## src/rtl/core_sched.sv

```systemverilog
// Two-core pause/resume scheduler with a shared store port and per-core stall control.
// Optional performance counters are enabled by defining CORE_SCHED_PERF_EN.
module core_sched (
  input  logic        clk,
  input  logic        rst,
  input  logic [2:0]  pr0,
  input  logic [2:0]  pr1,
  input  logic        halt0,
  input  logic        halt1,
  input  logic        wen0,
  input  logic [14:0] waddr0,
  input  logic [15:0] wdata0,
  input  logic        wen1,
  input  logic [14:0] waddr1,
  input  logic [15:0] wdata1,
  output logic [2:0]  stall0,
  output logic [2:0]  stall1,
  output logic        mem_wen,
  output logic [14:0] mem_waddr,
  output logic [15:0] mem_wdata,
  output logic [1:0]  gnt,
  output logic [1:0]  paused,
  output logic        deadlock,
  output logic        done,
  output logic [15:0] perf_pause0,
  output logic [15:0] perf_pause1,
  output logic [15:0] perf_conflict
);

  typedef enum logic [1:0] {RUN = 2'd0, PAUSED = 2'd1, HALTED = 2'd2} state_t;

  state_t      state0_r, state1_r, state0_nxt_s, state1_nxt_s;
  logic        last_grant_r;
  logic        done_r;
  logic [1:0]  req_s, gnt_s, pause_s, resume_s;
  logic        conflict_s, v0_s, v1_s;
  logic [2:0]  stall0_s, stall1_s;

  // Halt dominates; a resume beats a pause aimed at the same core.
  function automatic state_t next_state(state_t cur, logic halt, logic pause, logic resume);
    state_t nxt;
    case (cur)
      RUN:     nxt = halt ? HALTED : ((pause && !resume) ? PAUSED : RUN);
      PAUSED:  nxt = halt ? HALTED : (resume ? RUN : PAUSED);
      HALTED:  nxt = HALTED;
      default: nxt = RUN;
    endcase
    return nxt;
  endfunction

  // Store arbitration: only running cores compete; reset masks everything.
  always_comb begin
    req_s      = 2'b00;
    gnt_s      = 2'b00;
    conflict_s = 1'b0;
    if (!rst) begin
      req_s[0] = wen0 && (state0_r == RUN);
      req_s[1] = wen1 && (state1_r == RUN);
    end else begin
      req_s = 2'b00;
    end
    conflict_s = req_s[0] && req_s[1];
    if (conflict_s) begin
      gnt_s = last_grant_r ? 2'b01 : 2'b10;
    end else begin
      gnt_s = req_s;
    end
  end

  // Shared memory port mux and stall generation.
  always_comb begin
    mem_wen   = 1'b0;
    mem_waddr = 15'd0;
    mem_wdata = 16'd0;
    stall0_s  = 3'd0;
    stall1_s  = 3'd0;
    if (gnt_s[0]) begin
      mem_wen   = 1'b1;
      mem_waddr = waddr0;
      mem_wdata = wdata0;
    end else if (gnt_s[1]) begin
      mem_wen   = 1'b1;
      mem_waddr = waddr1;
      mem_wdata = wdata1;
    end else begin
      mem_wen   = 1'b0;
    end
    if (!rst && ((state0_r == PAUSED) || (req_s[0] && !gnt_s[0]))) begin
      stall0_s = 3'd6;
    end else begin
      stall0_s = 3'd0;
    end
    if (!rst && ((state1_r == PAUSED) || (req_s[1] && !gnt_s[1]))) begin
      stall1_s = 3'd6;
    end else begin
      stall1_s = 3'd0;
    end
  end

  // Decode requests; a stalled core cannot issue them.
  always_comb begin
    v0_s        = pr0[2] && (stall0_s == 3'd0);
    v1_s        = pr1[2] && (stall1_s == 3'd0);
    pause_s[0]  = (v0_s && !pr0[1] && !pr0[0]) || (v1_s && !pr1[1] && !pr1[0]);
    pause_s[1]  = (v0_s && !pr0[1] &&  pr0[0]) || (v1_s && !pr1[1] &&  pr1[0]);
    resume_s[0] = (v0_s &&  pr0[1] && !pr0[0]) || (v1_s &&  pr1[1] && !pr1[0]);
    resume_s[1] = (v0_s &&  pr0[1] &&  pr0[0]) || (v1_s &&  pr1[1] &&  pr1[0]);
    state0_nxt_s = next_state(state0_r, halt0, pause_s[0], resume_s[0]);
    state1_nxt_s = next_state(state1_r, halt1, pause_s[1], resume_s[1]);
  end

  // State, arbitration history and completion flag.
  always_ff @(posedge clk or posedge rst) begin
    if (rst) begin
      state0_r     <= RUN;
      state1_r     <= RUN;
      last_grant_r <= 1'b1;
      done_r       <= 1'b0;
    end else begin
      state0_r     <= state0_nxt_s;
      state1_r     <= state1_nxt_s;
      last_grant_r <= conflict_s ? gnt_s[1] : last_grant_r;
      done_r       <= (state0_nxt_s == HALTED) && (state1_nxt_s == HALTED);
    end
  end

  assign stall0   = stall0_s;
  assign stall1   = stall1_s;
  assign gnt      = gnt_s;
  assign paused   = {state1_r == PAUSED, state0_r == PAUSED};
  assign deadlock = &paused;
  assign done     = done_r;

`ifdef CORE_SCHED_PERF_EN
  logic [15:0] perf_pause0_r, perf_pause1_r, perf_conflict_r;

  // Saturating performance counters.
  always_ff @(posedge clk or posedge rst) begin
    if (rst) begin
      perf_pause0_r   <= 16'd0;
      perf_pause1_r   <= 16'd0;
      perf_conflict_r <= 16'd0;
    end else begin
      if ((state0_r == PAUSED) && (perf_pause0_r != 16'hFFFF)) perf_pause0_r <= perf_pause0_r + 16'd1;
      if ((state1_r == PAUSED) && (perf_pause1_r != 16'hFFFF)) perf_pause1_r <= perf_pause1_r + 16'd1;
      if (conflict_s && (perf_conflict_r != 16'hFFFF)) perf_conflict_r <= perf_conflict_r + 16'd1;
    end
  end

  assign perf_pause0   = perf_pause0_r;
  assign perf_pause1   = perf_pause1_r;
  assign perf_conflict = perf_conflict_r;
`else
  assign perf_pause0   = 16'd0;
  assign perf_pause1   = 16'd0;
  assign perf_conflict = 16'd0;
`endif

endmodule
```

## config.mk

```make
export PLATFORM = sky130hd
export DESIGN_NAME = core_sched
export DESIGN_NICKNAME = d
export VERILOG_FILES = /design/src/rtl/core_sched.sv
export SDC_FILE = /design/constraint.sdc
export NUM_CORES = 1
export LEC_CHECK = 0
export ABC_AREA = 1
export ABC_CLOCK_PERIOD_IN_PS = 4300
export CORE_UTILIZATION = 26
export CTS_CLUSTER_SIZE = 24
export DETAILED_ROUTE_END_ITERATION = 8
export GPL_TIMING_DRIVEN = 0
export PLACE_DENSITY = 0.86
export SYNTH_ARGS = -nofsm -noshare
export SYNTH_HDL_FRONTEND = slang
export SYNTH_SLANG_ARGS = --single-unit
```

## constraint.sdc

```tcl
create_clock -name clk -period 4.3 [get_ports clk]
set_input_delay 1.075 -clock clk [delete_from_list [all_inputs] [get_ports clk]]
set_output_delay 1.075 -clock clk [all_outputs]
set_load 0.1 [all_outputs]
```

# Word-level counts from Yosys, hierarchy flattened
# Cells that the tools add are included.
[totals]
in_bits = 74
wordCells = 75
latchBits = 0
regBits = 6
romBits = 0
ramBits = 0
output_inout_bits = 92
n_memories = 0
[op_classes]
n_reduce_logical = 44
shift = 0
add_sub_neg = 0
magnitude_cmp = 0
div_mod_pow = 0
n_eq_ne = 6
multipliers = 0
bitwise = 0
n_mux = 21
[ops]
columns = ["cell", "count"]
rows = [
  ["$mux 16", 2],
  ["$mux 15", 2],
  ["$logic_and 1x1->1", 24],
  ["$mux 2", 7],
  ["$pmux 2 s3", 2],
  ["$logic_not 1->1", 9],
  ["$eq 2x2->1 const B", 4],
  ["$logic_not 3->1", 2],
  ["$logic_or 1x1->1", 6],
  ["$mux 1", 6],
  ["$mux 3", 2],
  ["$eq 2x1->1 const B", 2],
  ["$logic_not 2->1", 2],
  ["$reduce_and 2->1", 1],
]

# Longest topological paths before layout
# Gate-level depths: netlist of the first run.
[logic_depth]
depth_word = 22
ltp_mapped = 10
mapped_depth_nobuf = 10

# Worst setup path after synthesis of the first run
# OpenSTA, ideal clock, no wires.
[synth_timing]
path_type = "register to output"
startpoint = "register state0_r[1]"
endpoint = "output port deadlock"
stages_incl_launch_ff = 4
t_arrival_ps = 3191
slack_ps = 34
n_path_buf = 0
path_cell_list = "dfrtp_1 nor2_1 inv_1 nor2_1"
[synth_via]
elab_chain_cells = 2
[synth_lines]
columns = ["item", "line", "source"]
rows = [
  ["start: declaration", "32", "state_t state0_r, state1_r, state0_nxt_s, state1_nxt_s;"],
  ["start signal: assignment", "120", "state0_r <= state0_nxt_s;"],
  ["$eq 2x1->1", "130", "assign paused = {state1_r == PAUSED, state0_r == PAUSED};"],
  ["named net paused[0]", "22", "output logic [1:0] paused,"],
  ["$reduce_and 2->1", "131", "assign deadlock = &paused;"],
  ["end: declaration", "23", "output logic deadlock,"],
]
# The timed path passes the listed nets, and every way through them passes these cells.

# Worst setup path in the final report of the first run
[layout_timing]
startpoint = "input port rst"
endpoint = "output port gnt[1]"
[layout_via]
elab_chain_cells = 3
[layout_lines]
columns = ["item", "line", "source"]
rows = [
  ["start: declaration", "5", "input logic rst,"],
  ["$mux 2 (*)", "56", "if (!rst) begin"],
  ["$logic_and 1x1->1", "62", "conflict_s = req_s[0] && req_s[1];"],
  ["$mux 2 (*)", "63", "if (conflict_s) begin"],
  ["end: declaration", "21", "output logic [1:0] gnt,"],
]
# Mark *: on every way between the ends. The rest lies on a longest branch, timed or not.

==> impl_results.md, run 1 <==
* Tmin final at between 4000 and 5000 ps
* Die area at 4790 µm²
* H-tree depth at 1
* Max cap viols at 0
* Grt ovf at 0
* Setup Viol. Count Final at 0
* Crit-path max FO at 11
* Initial antenna violation count at 0
* Capture point of the worst reg-to-reg path: state0_r[0]
* Vias at 1522
* Hold Buf Count CTS at 0
* Rows at 24
* Crit path capture type: output pin
* Slew headroom at approximately a third
* R2R depth at 8
* Worst min path class: flop to flop
* Worst path cell trace: clkdlybuf4s50_1 > inv_4 > nand2_2 > nor2_4 > nand2_1 > inv_2 > buf_6 > clkdlybuf4s15_1
* Critical Path RT at around 3200 ps
* Cell count along the critical path at 8
* CP top delay family: buffers and inverters
* Inserted Diodes at 0
* Worst r2r src: state0_r[1]
* Largest net degree at the start of global routing at 12
* # port buffers at 115
* Post-DP HPWL at 3.77 mm
* Final WL at between 4 and 5 mm
* Most frequent cells in the layout: clkdlybuf4s50_1, buf_4, conb_1
* Syn Area/Cell at 7.30 µm²
* Gr usage total at between 10% and 20%
* First-pass GRT wire length at 6.67 mm
* # Post-CTS Setup Buffers at 0
* R2R Setup Slk at just under 3000 ps
* Dpl cell area at ~2600 µm²
* DR DRC count at 0
* DRT iter0 DRCs at 23
* Top achievable clock speed at between 200 and 250 MHz
* Max VDD drop at ~0.24 mV
* Dominant cell type by area after synthesis: buf_4
* Syn-to-layout area delta at 124%
* Starting Density at between 20% and 30%
* Unique masters post-synth at 22
* Warnings from Yosys at 0
* Commonest non-fill, non-tap cell in the layout: clkdlybuf4s50_1
* Max incr delay on CP at between 800 and 900 ps
* RSZ-0062 raised after global routing: no
* Top cell type's share of synthesized area at 35.1%
* Slew @ Worst Pin at 996 ps
* Outcome: finished clean
* Final #Nets at 404
* Leak pwr at 0.00130 µW
* Layout cells sized above 1 at 33.1%
* Number of buffers and inverters on the critical path at 5
* Non-Filler Instances at 381
* Pwr per Cell Area at ~170 nW/µm²
* Horiz. Die Dim at approximately 69 µm
* Final period util at 96.7%
* I/O pin total at 166
* # clock sinks at 6
* Synth area leaders: buf_4, a22o_1, dfrtp_1
* DRT Pass-1 Iters at 6
* DR WL/cell at 11.2 µm
* Clock Tree Buf Depth at 2
* Root Driver: clkbuf_8
* CP max stage cell: clkdlybuf4s15_1
* Cts bufs inserted at 3
* Crit path to: gnt[1]
* CTS tree: done
* Design area at 2630 µm²
* Vias per cell at 3.99
* Core area at ~4400 µm²
* Final Hold Viols at 0
* Setup crit start: rst
* Clk_skew at 2.45 ps
* Clk pin slew, worst setup/hold paths at 40 ps
* CP Class: input port to output pin
* Routed Antenna Nets at 0
* Synth Cell Area at 1170 µm²
* Cells after DPL at 377
* Vias in the first global route at 1341
* Fin. max-slew vios at 0
* Die Y at 69.2 µm
* Synth Register Bits at 6
* Clk_lat worst skew at 220 ps
* Synthesized instance count at approximately 160
* Worst endpoint data arrival time at approximately 3000 ps
* Sequential cell area fraction in the yosys report at 12.9%
* Startpoint class of the critical path: input port
* Final RePlAce weighted congestion at 0.798
[power breakdown]
part / internal (µW) / leakage [µW] / switching [µW]
Sequential: 59.5 / 0.0000646 / 1.41
Clock: 63.9 / 0.0000228 / 25.5
Combinational: 92.2 / 0.00122 / 213
Total: 216 / 0.00130 / 240
[repair_timing]
| action | in CTS | in global routing |
|---|---|---|
| endpoints found under the hold margin | 0 | 0 |
| setup endpoints to repair | 37 | 9 |
| gates resized for setup | 96 | 15 |
[flip-flops by register name (all words and copies together), names as in the netlist]
| register | count |
|---|---|
| state0_r | 2 |
| done | 1 |
| state1_r | 2 |
| last_grant_r | 1 |
[metal layers]
metal  track usage [%]  up-vias  wire length [µm]  part of all wire (%)
met5                 0        -                 0                     0
met4              3.40        0                59                   1.4
met3              3.49        8               315                   7.4
met2              33.8       80              2340                    55
met1              18.4      654              1550                    36
li1                  -      780                 -                     -
[kinds of logic after synthesis]
| logic type | count (synthesis) | synth area share (%) |
|---|---|---|
| AND/OR/NAND/NOR | 42 | 17.4 |
| flip-flops | 6 | 12.9 |
| AO/OA/AOI/OAI | 36 | 25.5 |
| other | 1 | 0.319 |
| buffers and inverters | 76 | 44.0 |
[final cells by class]
| class | instances | area [µm²] |
|---|---|---|
| inverters | 18 | 70.1 |
| repair buffers | 115 | 1160 |
| plain buffers | 58 | 447 |
| clock buffers | 4 | 45.0 |
| fillers | 396 | 1730 |
| well taps | 52 | 65.1 |
| multi-input cells | 128 | 691 |
| flip-flops and latches | 6 | 151 |
[Yosys cell counts (all sizes together)]
master / number
o21ai: 3
a21oi: 2
conb: 1
nand4: 6
inv: 18
dfstp: 1
and2: 1
buf: 58
dfrtp: 5
nor2: 16
nand2: 12
nand3: 7
a22o: 31
[metrics by stage]
step	hold slack, ps	utilization [%]	setup TNS (ps)	worst slack, ps	power, µW
CTS	481	60.8	0	3.35	456
floorplan	458	-	0	34.5	294
global route	525	60.3	0	11.7	474
finish	481	60.3	0	142	456
detailed placement	477	59.1	-13240	-437	365
global placement	478	59.1	-11280	-390	363
[worst min-delay path by stage]
stage / from / endpoint / cells past startpoint
after floorplan: state0_r[0] / state0_r[1] / 1
after global placement: state0_r[0] / state0_r[1] / 1
after detailed placement: state0_r[0] / state0_r[1] / 1
after CTS: state0_r[0] / state0_r[1] / 1
after global routing: state0_r[0] / state0_r[1] / 1
final: state0_r[0] / state0_r[1] / 1
Power figures use the tool's default switching activity.
==> inputs of run 2 (changes only) <==
MAX_ROUTING_LAYER = met4   (was unset)
RECOVER_POWER = 100   (was unset)
SKIP_LAST_GASP = 1   (was unset)
==> run 2 against run 1 <==
Effect of this change:
- worst hold slack is the same
- setup slack gained 2.1 ps
- total power is essentially flat
- combinational power is essentially flat
- critical path depth is the same
- utilization shrank 0.40 points
- sequential cell count is the same
- first-iteration DRC count grew 17%
- routed wire length shrank 0.52%
- maximum frequency is essentially flat
- non-clock buffer count is the same
- via count grew 0.26%
- critical path type unchanged
- critical endpoint unchanged
- largest cell class unchanged
- highest routed layer unchanged
==> impl_results.md, run 2 (synthesis results as in run 1) <==
* Max incr delay on CP at 820 ps (about the same)
* Core area at 4350 µm² (unchanged)
* R2R depth at 8 (unchanged)
* Leak pwr at 0.00129 µW (-1.0%)
* H-tree depth at 1 (unchanged)
* Capture point of the worst reg-to-reg path: state0_r[0]
* Horiz. Die Dim at 69.2 µm (unchanged)
* Crit path capture type: output pin
* R2R Setup Slk at 2870 ps (-30 ps)
* Initial antenna violation count at 0 (unchanged)
* Final #Nets at 404 (unchanged)
* Dpl ws at -437 ps (unchanged)
* Clock Tree Buf Depth at 2 (unchanged)
* Vias per cell at 4.01 (+0.26%)
* Vias at 1526 (+0.26%)
* Cts bufs inserted at 3 (unchanged)
* # Post-CTS Setup Buffers at 0 (unchanged)
* Layout cells sized above 1 at 33.1% (unchanged)
* Fin. max-slew vios at 0 (unchanged)
* Post-CTS Resized at 94 (-2.1%)
* Worst Hold End: state0_r[1]
* DR WL/cell at 11.1 µm (-0.52%)
* Hold Path Depth at 1 (unchanged)
* Crit-path max FO at 11 (unchanged)
* RSZ-0062 raised after global routing: no
* Startpoint class of the critical path: input port
* Tmin final at 4160 ps (-2.14 ps)
* Worst min path class: flop to flop
* Starting Density at 27.0% (unchanged)
* # clock sinks at 6 (unchanged)
* Clk_lat worst skew at 220 ps (about the same)
* Largest net degree at the start of global routing at 12 (unchanged)
* Slew headroom at 19.9% (-14 points)
* Die Y at 69.2 µm (unchanged)
* Worst endpoint data arrival time at 3080 ps (about the same)
* Final WL at 4.24 mm (-0.52%)
* Most frequent cells in the layout: clkdlybuf4s50_1, buf_4, conb_1
* Top achievable clock speed at 241 MHz (about the same)
* DRT iter0 DRCs at 27 (+17%)
* Routed Antenna Nets at 0 (unchanged)
* Clk_skew at 2.61 ps (+0.161 ps)
* Max cap viols at 0 (unchanged)
* I/O pin total at 166 (unchanged)
* Syn-to-layout area delta at 122%
* Critical Path RT at 3220 ps (about the same)
* Final period util at 96.6% (about the same)
* Hold Crit Start: state0_r[0]
* Final RePlAce weighted congestion at 0.810 (+1.4%)
* Final setup TNS at 0 ps (unchanged)
* Slew @ Worst Pin at 1210 ps (+211 ps)
* # port buffers at 115 (unchanged)
* Commonest non-fill, non-tap cell in the layout: clkdlybuf4s50_1
* DRT Pass-1 Iters at 4 (-2)
* Pwr per Cell Area at 175 nW/µm² (+0.67%)
* Worst path cell trace: clkdlybuf4s50_1 > inv_4 > nand2_2 > nor2_4 > nand2_1 > inv_2 > buf_6 > clkdlybuf4s15_1
* Die area at 4790 µm² (unchanged)
* Worst r2r src: state0_r[1]
* Post-DP HPWL at 3.77 mm (unchanged)
* CTS tree: done
* Gr usage total at 17.6% (+0.52 points)
* Design area at 2610 µm² (-0.67%)
* Final worst slack at 144 ps (+2.14 ps)
* Inserted Diodes at 0 (unchanged)
* Grt ovf at 0 (unchanged)
* Rows at 24 (unchanged)
* Final Hold Viols at 0 (unchanged)
* Clk pin slew, worst setup/hold paths at 40 ps (about the same)
* CP Class: input port to output pin
* Number of buffers and inverters on the critical path at 5 (unchanged)
* Setup Viol. Count Final at 0 (unchanged)
* Hold Buf Count CTS at 0 (unchanged)
* Dpl cell area at 2570 µm² (unchanged)
* DR DRC count at 0 (unchanged)
* Fill cell count at 396 (unchanged)
* Outcome: finished clean
* CP top delay family: buffers and inverters
* Vias in the first global route at 1344 (+0.22%)
* First-pass GRT wire length at 6.69 mm (+0.21%)
* CP max stage cell: clkdlybuf4s15_1
* Root Driver: clkbuf_8
* Max VDD drop at 0.242 mV (+0.33%)
* Largest regs: state0_r: 2 flops, state1_r: 2 flops
## run 2: worst max path at each step
stage,cells past startpoint,endpoint,from
2_1_floorplan,3,deadlock,state0_r[1]
3_3_place_gp,9,mem_waddr[5],rst
3_5_place_dp,9,mem_waddr[5],rst
4_1_cts,9,mem_waddr[5],rst
5_1_grt,8,gnt[1],rst
6_report,8,gnt[1],rst
## run 2: report_power, final
group | internal [µW] | total [µW] | switching, µW
combinational | 91.9 | 305 | 214
clock | 63.9 | 89.7 | 25.8
sequential | 59.5 | 60.9 | 1.41
## run 2: cell type report
cell class	count	area, µm²	share of cell area [%]
timing repair buffer	115	1140	43.7
multi-input combinational	128	691	26.5
buffer	58	447	17.1
sequential	6	151	5.80
inverter	18	70.1	2.69
tap	52	65.1	2.49
clock buffer	4	45.0	1.73
## run 2: metrics by stage
step / total power (µW) / util, % / cells / hold slack (ps)
after global placement: 363 / 59.1 / 377 / 478
final: 456 / 59.9 / 381 / 481
after detailed placement: 365 / 59.1 / 377 / 477
after global routing: 474 / 59.9 / 381 / 526
after CTS: 456 / 60.7 / 381 / 481
after floorplan: 294 / - / 210 / 458
## run 2: routing by layer
layer  vias up  track usage [%]  part of all wire (%)
met2        78             33.8                    56
met5         -                -                     0
met4         0             3.40                  0.90
met3         6             3.49                   7.3
met1       661             18.5                    36
li1        781                -                     -
